[config.mk]
export PLATFORM = sky130hd
export DESIGN_NAME = instr_fetch_unit
export DESIGN_NICKNAME = d
export VERILOG_FILES = /design/src/rtl/fetch_pkg.sv /design/src/rtl/fetch_fifo.sv /design/src/rtl/instr_fetch_unit.sv
export SDC_FILE = /design/constraint.sdc
export NUM_CORES = 1
export LEC_CHECK = 0
export BUFFER_PORTS_ARGS = -buffer_cell sky130_fd_sc_hd__buf_4
export CAP_MARGIN = 20
export CORE_MARGIN = 2
export CORE_UTILIZATION = 45
export DETAILED_ROUTE_END_ITERATION = 10
export PLACE_DENSITY = 0.68
export SLEW_MARGIN = 5
export SYNTH_ARGS = -nofsm -noshare
export SYNTH_HDL_FRONTEND = slang
export SYNTH_SLANG_ARGS = --single-unit
[constraint.sdc]
create_clock -name clk -period 9.1 [get_ports clk]
set_input_delay 0.455 -clock clk [delete_from_list [all_inputs] [get_ports clk]]
set_output_delay 0.455 -clock clk [all_outputs]
set_load 0.02 [all_outputs]
[src/rtl/fetch_pkg.sv]
// Shared types and constants for the instruction fetch front end.
package fetch_pkg;

    localparam logic [31:0] RESET_PC_DEFAULT = 32'h0000_0000;
    localparam int          INSTR_W          = 32;
    localparam int          XLEN             = 32;

    typedef struct packed {
        logic [XLEN-1:0]    pc;
        logic [INSTR_W-1:0] instr;
    } fetch_entry_t;

    function automatic logic [XLEN-1:0] align_word(input logic [XLEN-1:0] addr);
        return {addr[XLEN-1:2], 2'b00};
    endfunction

endpackage

[src/rtl/fetch_fifo.sv]
// Small synchronous FIFO with flush; head entry is read straight from storage.
module fetch_fifo #(
    parameter type T     = logic [31:0],
    parameter int  DEPTH = 2
) (
    input  logic                     clk,
    input  logic                     rst_n,
    input  logic                     flush,
    input  logic                     push,
    input  T                         wdata,
    input  logic                     pop,
    output T                         rdata,
    output logic                     full,
    output logic                     empty,
    output logic [$clog2(DEPTH):0]   count
);

    localparam int AW = $clog2(DEPTH);
    localparam int CW = AW + 1;

    T               mem [DEPTH];
    logic [AW-1:0]  wr_ptr;
    logic [AW-1:0]  rd_ptr;

    assign rdata = mem[rd_ptr];
    assign full  = (count == CW'(DEPTH));
    assign empty = (count == '0);

    always_ff @(posedge clk or negedge rst_n) begin
        if (!rst_n) begin
            wr_ptr <= '0;
            rd_ptr <= '0;
            count  <= '0;
        end else if (flush) begin
            wr_ptr <= '0;
            rd_ptr <= '0;
            count  <= '0;
        end else begin
            if (push) wr_ptr <= wr_ptr + AW'(1);
            if (pop)  rd_ptr <= rd_ptr + AW'(1);
            count <= count + CW'(push) - CW'(pop);
        end
    end

    // Storage needs no reset: empty gates every use of a stale entry.
    always_ff @(posedge clk) begin
        if (push && !flush) mem[wr_ptr] <= wdata;
    end

    assert property (@(posedge clk) disable iff (!rst_n) !(push && full && !pop));
    assert property (@(posedge clk) disable iff (!rst_n) !(pop && empty));

endmodule

[src/rtl/instr_fetch_unit.sv]
// Fetch stage: owns the PC, issues credit-limited imem requests and queues
// in-order responses as (pc, instr) pairs for decode, honouring redirects.
module instr_fetch_unit
    import fetch_pkg::*;
#(
    parameter logic [31:0] RESET_PC = RESET_PC_DEFAULT,
    parameter int          FQ_DEPTH = 2
) (
    input  logic        clk,
    input  logic        rst_n,
    input  logic        redirect_valid,
    input  logic [31:0] redirect_addr,
    output logic        imem_req_valid,
    input  logic        imem_req_ready,
    output logic [31:0] imem_req_addr,
    input  logic        imem_rsp_valid,
    input  logic [31:0] imem_rsp_data,
    output logic        if_valid,
    input  logic        if_ready,
    output logic [31:0] if_pc,
    output logic [31:0] if_instr,
    output logic        misalign_pulse
);

    localparam int             CW         = $clog2(FQ_DEPTH) + 1;
    localparam logic [CW:0]    CREDIT_MAX = FQ_DEPTH[CW:0];

    logic [XLEN-1:0] pc;
    logic [XLEN-1:0] pc_next;
    logic [XLEN-1:0] rsp_pc;
    logic [CW-1:0]   outstanding;
    logic [CW-1:0]   outstanding_next;
    logic [CW-1:0]   drop_cnt;
    logic [CW-1:0]   occupancy;
    logic [CW:0]     credit_used;
    logic            active;
    logic            req_fire;
    logic            q_push;
    logic            q_pop;
    logic            q_full;
    logic            q_empty;
    fetch_entry_t    q_wdata;
    fetch_entry_t    q_head;

    assign credit_used      = {1'b0, outstanding} + {1'b0, occupancy};
    assign imem_req_valid   = active && !q_full && (credit_used < CREDIT_MAX);
    assign imem_req_addr    = pc;
    assign req_fire         = imem_req_valid && imem_req_ready;
    assign outstanding_next = outstanding + CW'(req_fire) - CW'(imem_rsp_valid);

    // Once drop_cnt is zero every in-flight request is part of the sequential
    // run ending just below pc, so the oldest one sits outstanding words back.
    assign rsp_pc  = pc - (XLEN'(outstanding) << 2);
    assign q_wdata = '{pc: rsp_pc, instr: imem_rsp_data};
    assign q_push  = imem_rsp_valid && !redirect_valid && (drop_cnt == '0);

    assign if_valid = !q_empty && !redirect_valid;
    assign q_pop    = if_valid && if_ready;
    assign if_pc    = q_empty ? '0 : q_head.pc;
    assign if_instr = q_empty ? '0 : q_head.instr;

    always_comb begin
        pc_next = pc;
        if (redirect_valid)
            pc_next = align_word(redirect_addr);
        else if (req_fire)
            pc_next = pc + 32'd4;
    end

    always_ff @(posedge clk or negedge rst_n) begin
        if (!rst_n) begin
            pc             <= RESET_PC;
            outstanding    <= '0;
            drop_cnt       <= '0;
            misalign_pulse <= 1'b0;
            active         <= 1'b0;
        end else begin
            active         <= 1'b1;
            pc             <= pc_next;
            outstanding    <= outstanding_next;
            misalign_pulse <= redirect_valid && (|redirect_addr[1:0]);
            if (redirect_valid)
                drop_cnt <= outstanding_next;
            else if (imem_rsp_valid && (drop_cnt != '0))
                drop_cnt <= drop_cnt - CW'(1);
        end
    end

    fetch_fifo #(
        .T     (fetch_entry_t),
        .DEPTH (FQ_DEPTH)
    ) u_fetch_queue (
        .clk   (clk),
        .rst_n (rst_n),
        .flush (redirect_valid),
        .push  (q_push),
        .wdata (q_wdata),
        .pop   (q_pop),
        .rdata (q_head),
        .full  (q_full),
        .empty (q_empty),
        .count (occupancy)
    );

    assert property (@(posedge clk) disable iff (!rst_n) imem_rsp_valid |-> (outstanding != '0));

endmodule
Word level (Yosys, flattened, before mapping)
Memories as Yosys holds them, arrays and structs flattened.
Cells that the tools add are included.
- register bits after elaboration: 42
- bits in writable memories: 128
- bits of input ports: 70
- output and inout bits: 99
- word-level logic and storage cells: 55
- memories kept: 1
- memory list (memory ; words ; bits a word ; read ports ; clocked after Yosys merged registers in ; wr ports ; line ; source):
    u_fetch_queue.mem ; 2 ; 64 ; 1 ; 0 ; 1 ; fetch_fifo.sv:21 ; T mem [DEPTH];
- $add $sub $neg: 10
- order comparisons: 1
- eq/ne operators: 1
- muxes and demuxes: 13
- reduce and logical (&&, ||, !) cells: 21
- operator list (cell ; number):
    $mux W32 ; 4
    $add A32 B3 Y32 const B ; 1
    $sub A32 B4 Y32 ; 1
    $logic_and A1 B1 Y1 ; 10
    $reduce_bool A2 Y1 ; 5
    $mux W1 ; 6
    $mux W2 ; 3
    $add A2 B1 Y2 ; 2
    $logic_not A2 Y1 ; 2
    $sub A2 B1 Y2 ; 2
    $add A2 B2 Y3 ; 1
    $logic_not A1 Y1 ; 3
    $lt A3 B2 Y1 const B ; 1
    $add A1 B1 Y1 const B ; 2
    $eq A2 B2 Y1 const B ; 1
    $reduce_or A2 Y1 ; 1
    $sub A2 B1 Y2 const B ; 1

Logic depth before layout (Yosys ltp)
- depth after elaboration: 8
- depth in mapped cells: 14
- depth with buffers taken out: 12

Hierarchy
Synthesis repeated with hierarchy kept, for this count alone.
- cell total of the unflattened synthesis: 619
- area total of the unflattened synthesis: 8215.4 µm²
- modules (own cells, without submodules) (module ; instances ; cells an instance ; area an instance (µm²) ; seq. area each (µm²)):
    fetch_fifo ; 1 ; 218 ; 5041.1 ; 3943.8
    instr_fetch_unit ; 1 ; 401 ; 3174.3 ; 900.9

Worst setup path before layout
Ideal clock, no wire load.
- kind: in2reg
- from: input redirect_valid
- to: memory u_fetch_queue.mem[0][0] (netlist bit) (enable)
- library setup time: 0.559 ns
- arrival time: 5.120 ns
- data required time: 8.541 ns
- path slack: 3.421 ns
- stages on the path: 3
- buffers on the path: 2
- cell sequence: clkbuf_1 clkbuf_1 nor3_1
- longest elaborated chain between the ends: 6
- ends and longest elaborated chain (item ; line ; source):
    from (decl) ; instr_fetch_unit.sv:11 ; input logic redirect_valid,
    $logic_not A1 Y1 (*) ; fetch_fifo.sv:47, instr_fetch_unit.sv:55 ;
    $logic_and A1 B1 Y1 (2 in series) ; instr_fetch_unit.sv:55 ; assign q_push = imem_rsp_valid && !redirect_valid && (drop_cnt == '0);
    $logic_and A1 B1 Y1 (*) ; fetch_fifo.sv:47 ; if (push && !flush) mem[wr_ptr] <= wdata;
    $mux W1 (*) ; fetch_fifo.sv:47 ;
    $mux W1 (implied by the code) (*) ; fetch_fifo.sv:47 ;
    to (decl) ; fetch_fifo.sv:21 ;
Every way passes the cells marked *; elsewhere a longest branch is shown, timed or not.

Final worst setup path
- from: register u_fetch_queue.count[0]
- to: register drop_cnt[1]
- longest elaborated chain between the ends: 8
- elaborated cells between the ends (all ways): 10
- those cells by class: add/sub (3); order compare (1); eq/ne (1); mux (1); reduce/logical (4)
- ends and longest elaborated chain (item ; line ; source):
    from (decl) ; fetch_fifo.sv:15 ; output logic [$clog2(DEPTH):0] count
    from (signal assigned) ; fetch_fifo.sv:41 ; count <= count + CW'(push) - CW'(pop);
    parallel branches: the longest is 3 deep, another holds $add A2 B2 Y3 ; n/a ;
    $logic_and A1 B1 Y1 (*) ; instr_fetch_unit.sv:46 ; assign imem_req_valid = active && !q_full && (credit_used < CREDIT_MAX);
    $logic_and A1 B1 Y1 (*) ; instr_fetch_unit.sv:48 ; assign req_fire = imem_req_valid && imem_req_ready;
    $add A2 B1 Y2 (*) ; instr_fetch_unit.sv:49 ; assign outstanding_next = outstanding + CW'(req_fire) - CW'(imem_rsp_valid);
    $sub A2 B1 Y2 (*) ; instr_fetch_unit.sv:49 ;
    via outstanding_next[1] ; instr_fetch_unit.sv:32 ; logic [CW-1:0] outstanding_next;
    $mux W2 (*) ; instr_fetch_unit.sv:82 ; if (redirect_valid)
    to (signal assigned) ; instr_fetch_unit.sv:83 ; drop_cnt <= outstanding_next;
    to (signal assigned) ; instr_fetch_unit.sv:85 ; drop_cnt <= drop_cnt - CW'(1);
    to (decl) ; instr_fetch_unit.sv:33 ; logic [CW-1:0] drop_cnt;
Mark *: on every way through the listed nets, which the timed path passes.
A chain may end at the register's enable or synchronous reset.

==> metrics.md <==
| Metric | Value |
|---|---|
| Clock Tree Root | `clkbuf_16` |
| Die H | `134 um` |
| Synth Cell Area | `7590 um2` |
| Data required time of the critical path | `9.43 ns` |
| CTS Hold Bufs | `0` |
| Ant. Diodes | `0` |
| Die W | `134 um` |
| Final Cycle Share | `0.332` |
| Die area | `17900 um2` |
| Fillers | `1378` |
| Outcome | `finished clean` |
| P_leak | `0.00360 uW` |
| Number of global-route vias before repair | `5148` |
| Remaining DRCs | `0` |
| Reg2Reg Launch Point | `u_fetch_queue.count[0]$_DFF_PN0_` |
| Starting density of the core | `0.459` |
| Fin. max-slew vios | `0` |
| Most common cell after layout, fill and taps aside | `buf_4` |
| Vias | `5102` |
| Nets@finish | `843` |
| Detailed placer's ending HPWL | `10900 um` |
| CP startpoint kind | `flop` |
| Register bit total from synthesis | `164` |
| First-pass GRT wire length | `26000 um` |
| Final Non-Filler Cells | `996` |
| RSZ-0062 raised after global routing | `false` |
| Synthesis Warnings | `0` |
| Setup Skew | `0.00811 ns` |
| Cells taking the most area after synthesis | `edfxtp_1 (49%), dfrtp_1 (13%), mux2i_1 (8.3%)` |
| Slew margin rel. | `0.391` |
| CP endpoint kind | `flop` |
| Register Area | `4730 um2` |
| Port Buffers | `164` |
| R2R setup slack | `6.08 ns` |
| Final Setup Violations | `0` |
| Synth Flop Type | `edfxtp_1` |
| CTS Buffer Depth | `2` |
| Avg WL per Cell | `16.6 um` |
| Number of distinct library cells after synthesis | `47` |
| Final hold violation count | `0` |
| Post-Place Cells | `963` |
| Slew @ Worst Pin | `0.913 ns` |
| Vias per std cell | `5.12` |
| Most frequent cells in the layout | `buf_4 (167), edfxtp_1 (124), nor2_1 (80)` |
| F_max | `0.331 GHz` |
| Post-synthesis sequential area ratio | `0.623` |
| EDFF count, synth | `124` |
| # H-tree levels | `4` |
| Crit path DAT | `3.35 ns` |
| Antenna Violating Nets Remaining | `0` |
| Period minus WS final | `3.02 ns` |
| Syn_area_per_cell | `12.3 um2` |
| Maxcap violations | `0` |
| Area of the multi-input gates | `2630 um2` |
| CTS tree | `built` |
| Post-synth top area cell | `edfxtp_1` |
| Highest-delay cell along the critical path | `fa_1` |
| Routed WL | `16500 um` |
| Skew-Pair Late Insertion Delay | `0.42 ns` |
| DRT Pass-1 Iters | `5` |
| Routability Congestion | `0.793` |
| Post-CTS Setup Bufs | `0` |
| Async set-or-reset flop fraction in the synthesized netlist | `0.244` |
| Crit path kind | `flop to flop` |
| Row count | `47` |
| Share of the synthesized area in the top cell type | `0.491` |
| Pwr dens | `237 nW/um2` |
| Total clock sinks | `164` |
| CP max FO | `16` |
| Initial detailed-routing violation count | `262` |
| Worst R2R Path Depth | `12` |
| Overflow left after global routing | `0` |
| Antenna violations before repair | `0` |
| Final setup TNS | `0 ns` |
| VDD IR-drop max | `0.142 mV` |
| Cells after Synth | `616` |
| Largest net degree at the start of global routing | `74` |
| CTS Buf Count | `17` |
| CORE AREA | `16500 um2` |
| Area Overhead vs Synth | `25.3%` |
| Crit-path cells | `and2_1, fa_1, and4bb_2, and2_1, inv_2, ha_1, inv_1, ha_1, xnor2_1, xnor2_1, nand2_1, o21ai_0` |
| Gr usage total | `0.187` |
| Clock slew at reported path FFs | `0.07 ns` |
| # IOs | `169` |
| Worst hold path type | `primary input to asynchronous set/reset pin` |
| Share of cells above drive strength 1 | `0.271` |
| Post-cts resize count | `0` |
| RR Endpoint | `drop_cnt[1]$_DFFE_PN0P_` |
| Worst path max stage delay | `0.47 ns` |
==> worst max-delay path by stage <==
stage	from	end	slack, ns	cells past startpoint
2_1_floorplan	redirect_valid	u_fetch_queue.mem[0][0]$_DFFE_PP_	3.42	3
3_3_place_gp	u_fetch_queue.count[0]$_DFF_PN0_	drop_cnt[1]$_DFFE_PN0P_	6.19	12
3_5_place_dp	u_fetch_queue.count[0]$_DFF_PN0_	drop_cnt[1]$_DFFE_PN0P_	6.09	12
4_1_cts	u_fetch_queue.count[0]$_DFF_PN0_	drop_cnt[1]$_DFFE_PN0P_	6.06	12
5_1_grt	u_fetch_queue.count[0]$_DFF_PN0_	drop_cnt[1]$_DFFE_PN0P_	5.83	12
6_report	u_fetch_queue.count[0]$_DFF_PN0_	drop_cnt[1]$_DFFE_PN0P_	6.08	12
==> layer usage <==
metal	routed length [um]	part of all wire	track usage
met5	0	0	0
met3	853	0.052	0.0340
met4	313	0.019	0.0845
met1	7280	0.44	0.245
met2	8050	0.49	0.305
==> worst max-delay path, delay by kind of cell, from the launching register on <==
kind                     cells  cell delay, ns
AND/OR/NAND/NOR              4            0.87
XOR/XNOR                     2            0.33
flip-flops                   1            0.43
buffers and inverters        2            0.24
adder cells (fa/ha/maj)      3            0.97
AO/OA/AOI/OAI                1            0.09
==> layout make-up <==
class	count	area share
Inverter	15	0.00592
Clock inverter	11	0.00829
Multi-Input combinational cell	397	0.276
Clock buffer	21	0.0484
Sequential cell	164	0.497
Timing Repair Buffer	168	0.135
Tap cell	220	0.0290
==> sequential cells by signal (all words and copies together) (netlist names) <==
register,cells
u_fetch_queue.count,2
misalign_pulse,1
u_fetch_queue.wr_ptr,1
outstanding,2
active,1
imem_req_addr,30
u_fetch_queue.rd_ptr,1
u_fetch_queue.mem,124
drop_cnt,2
==> per-stage QoR <==
step / hold WS (ns) / instance area [um2] / worst slack (ns) / total power (uW) / utilization
floorplan: 0.159 / 7600 / 3.42 / 1380 / -
global placement: 0.470 / 8940 / 6.19 / 1610 / 0.541
detailed placement: 0.470 / 8940 / 6.09 / 1630 / 0.541
CTS: 0.0231 / 9480 / 6.06 / 2270 / 0.574
global route: 0.0434 / 9510 / 5.83 / 2360 / 0.575
finish: 0.0155 / 9510 / 6.08 / 2250 / 0.575
==> cells by family (layout without fill, tap and decap cells) <==
| family | Yosys count | after routing | synth area share |
|---|---|---|---|
| flops | 164 | 164 | 0.623 |
| buf+inv | 58 | 215 | 0.0345 |
| other cells | 2 | 5 | 0.000990 |
| fa+ha+maj | 10 | 10 | 0.0185 |
| xor+xnor | 60 | 60 | 0.0693 |
| mux | 64 | 64 | 0.0846 |
| simple gates | 218 | 218 | 0.141 |
| compound gates | 40 | 40 | 0.0285 |
==> power by group <==
group          switching [uW]  total (uW)  leakage, uW  internal, uW
clock                     279         642     0.000252           363
combinational             372         638      0.00173           266
sequential               72.8         972      0.00161           899
==> Yosys cell counts, types with 2 or more instances <==
cell	number
nand4b_1	2
or4_1	2
nand4_1	8
or3_1	2
buf_1	6
nor2_1	81
o21a_1	2
xor2_1	17
xnor2_1	43
inv_1	14
nor2b_1	2
nor3_1	10
nand3_1	15
and2_1	4
nand2b_1	4
edfxtp_1	124
a21oi_1	2
nand2_1	47
mux2i_1	63
buf_4	5
ha_1	8
fa_1	2
clkbuf_1	22
o21ai_0	33
buf_2	7
and4_1	2
and3_1	6
conb_1	2
nand3b_1	4
nor4_1	20
dfrtp_1	40
buf_6	2
Power figures use the tool's default switching activity.
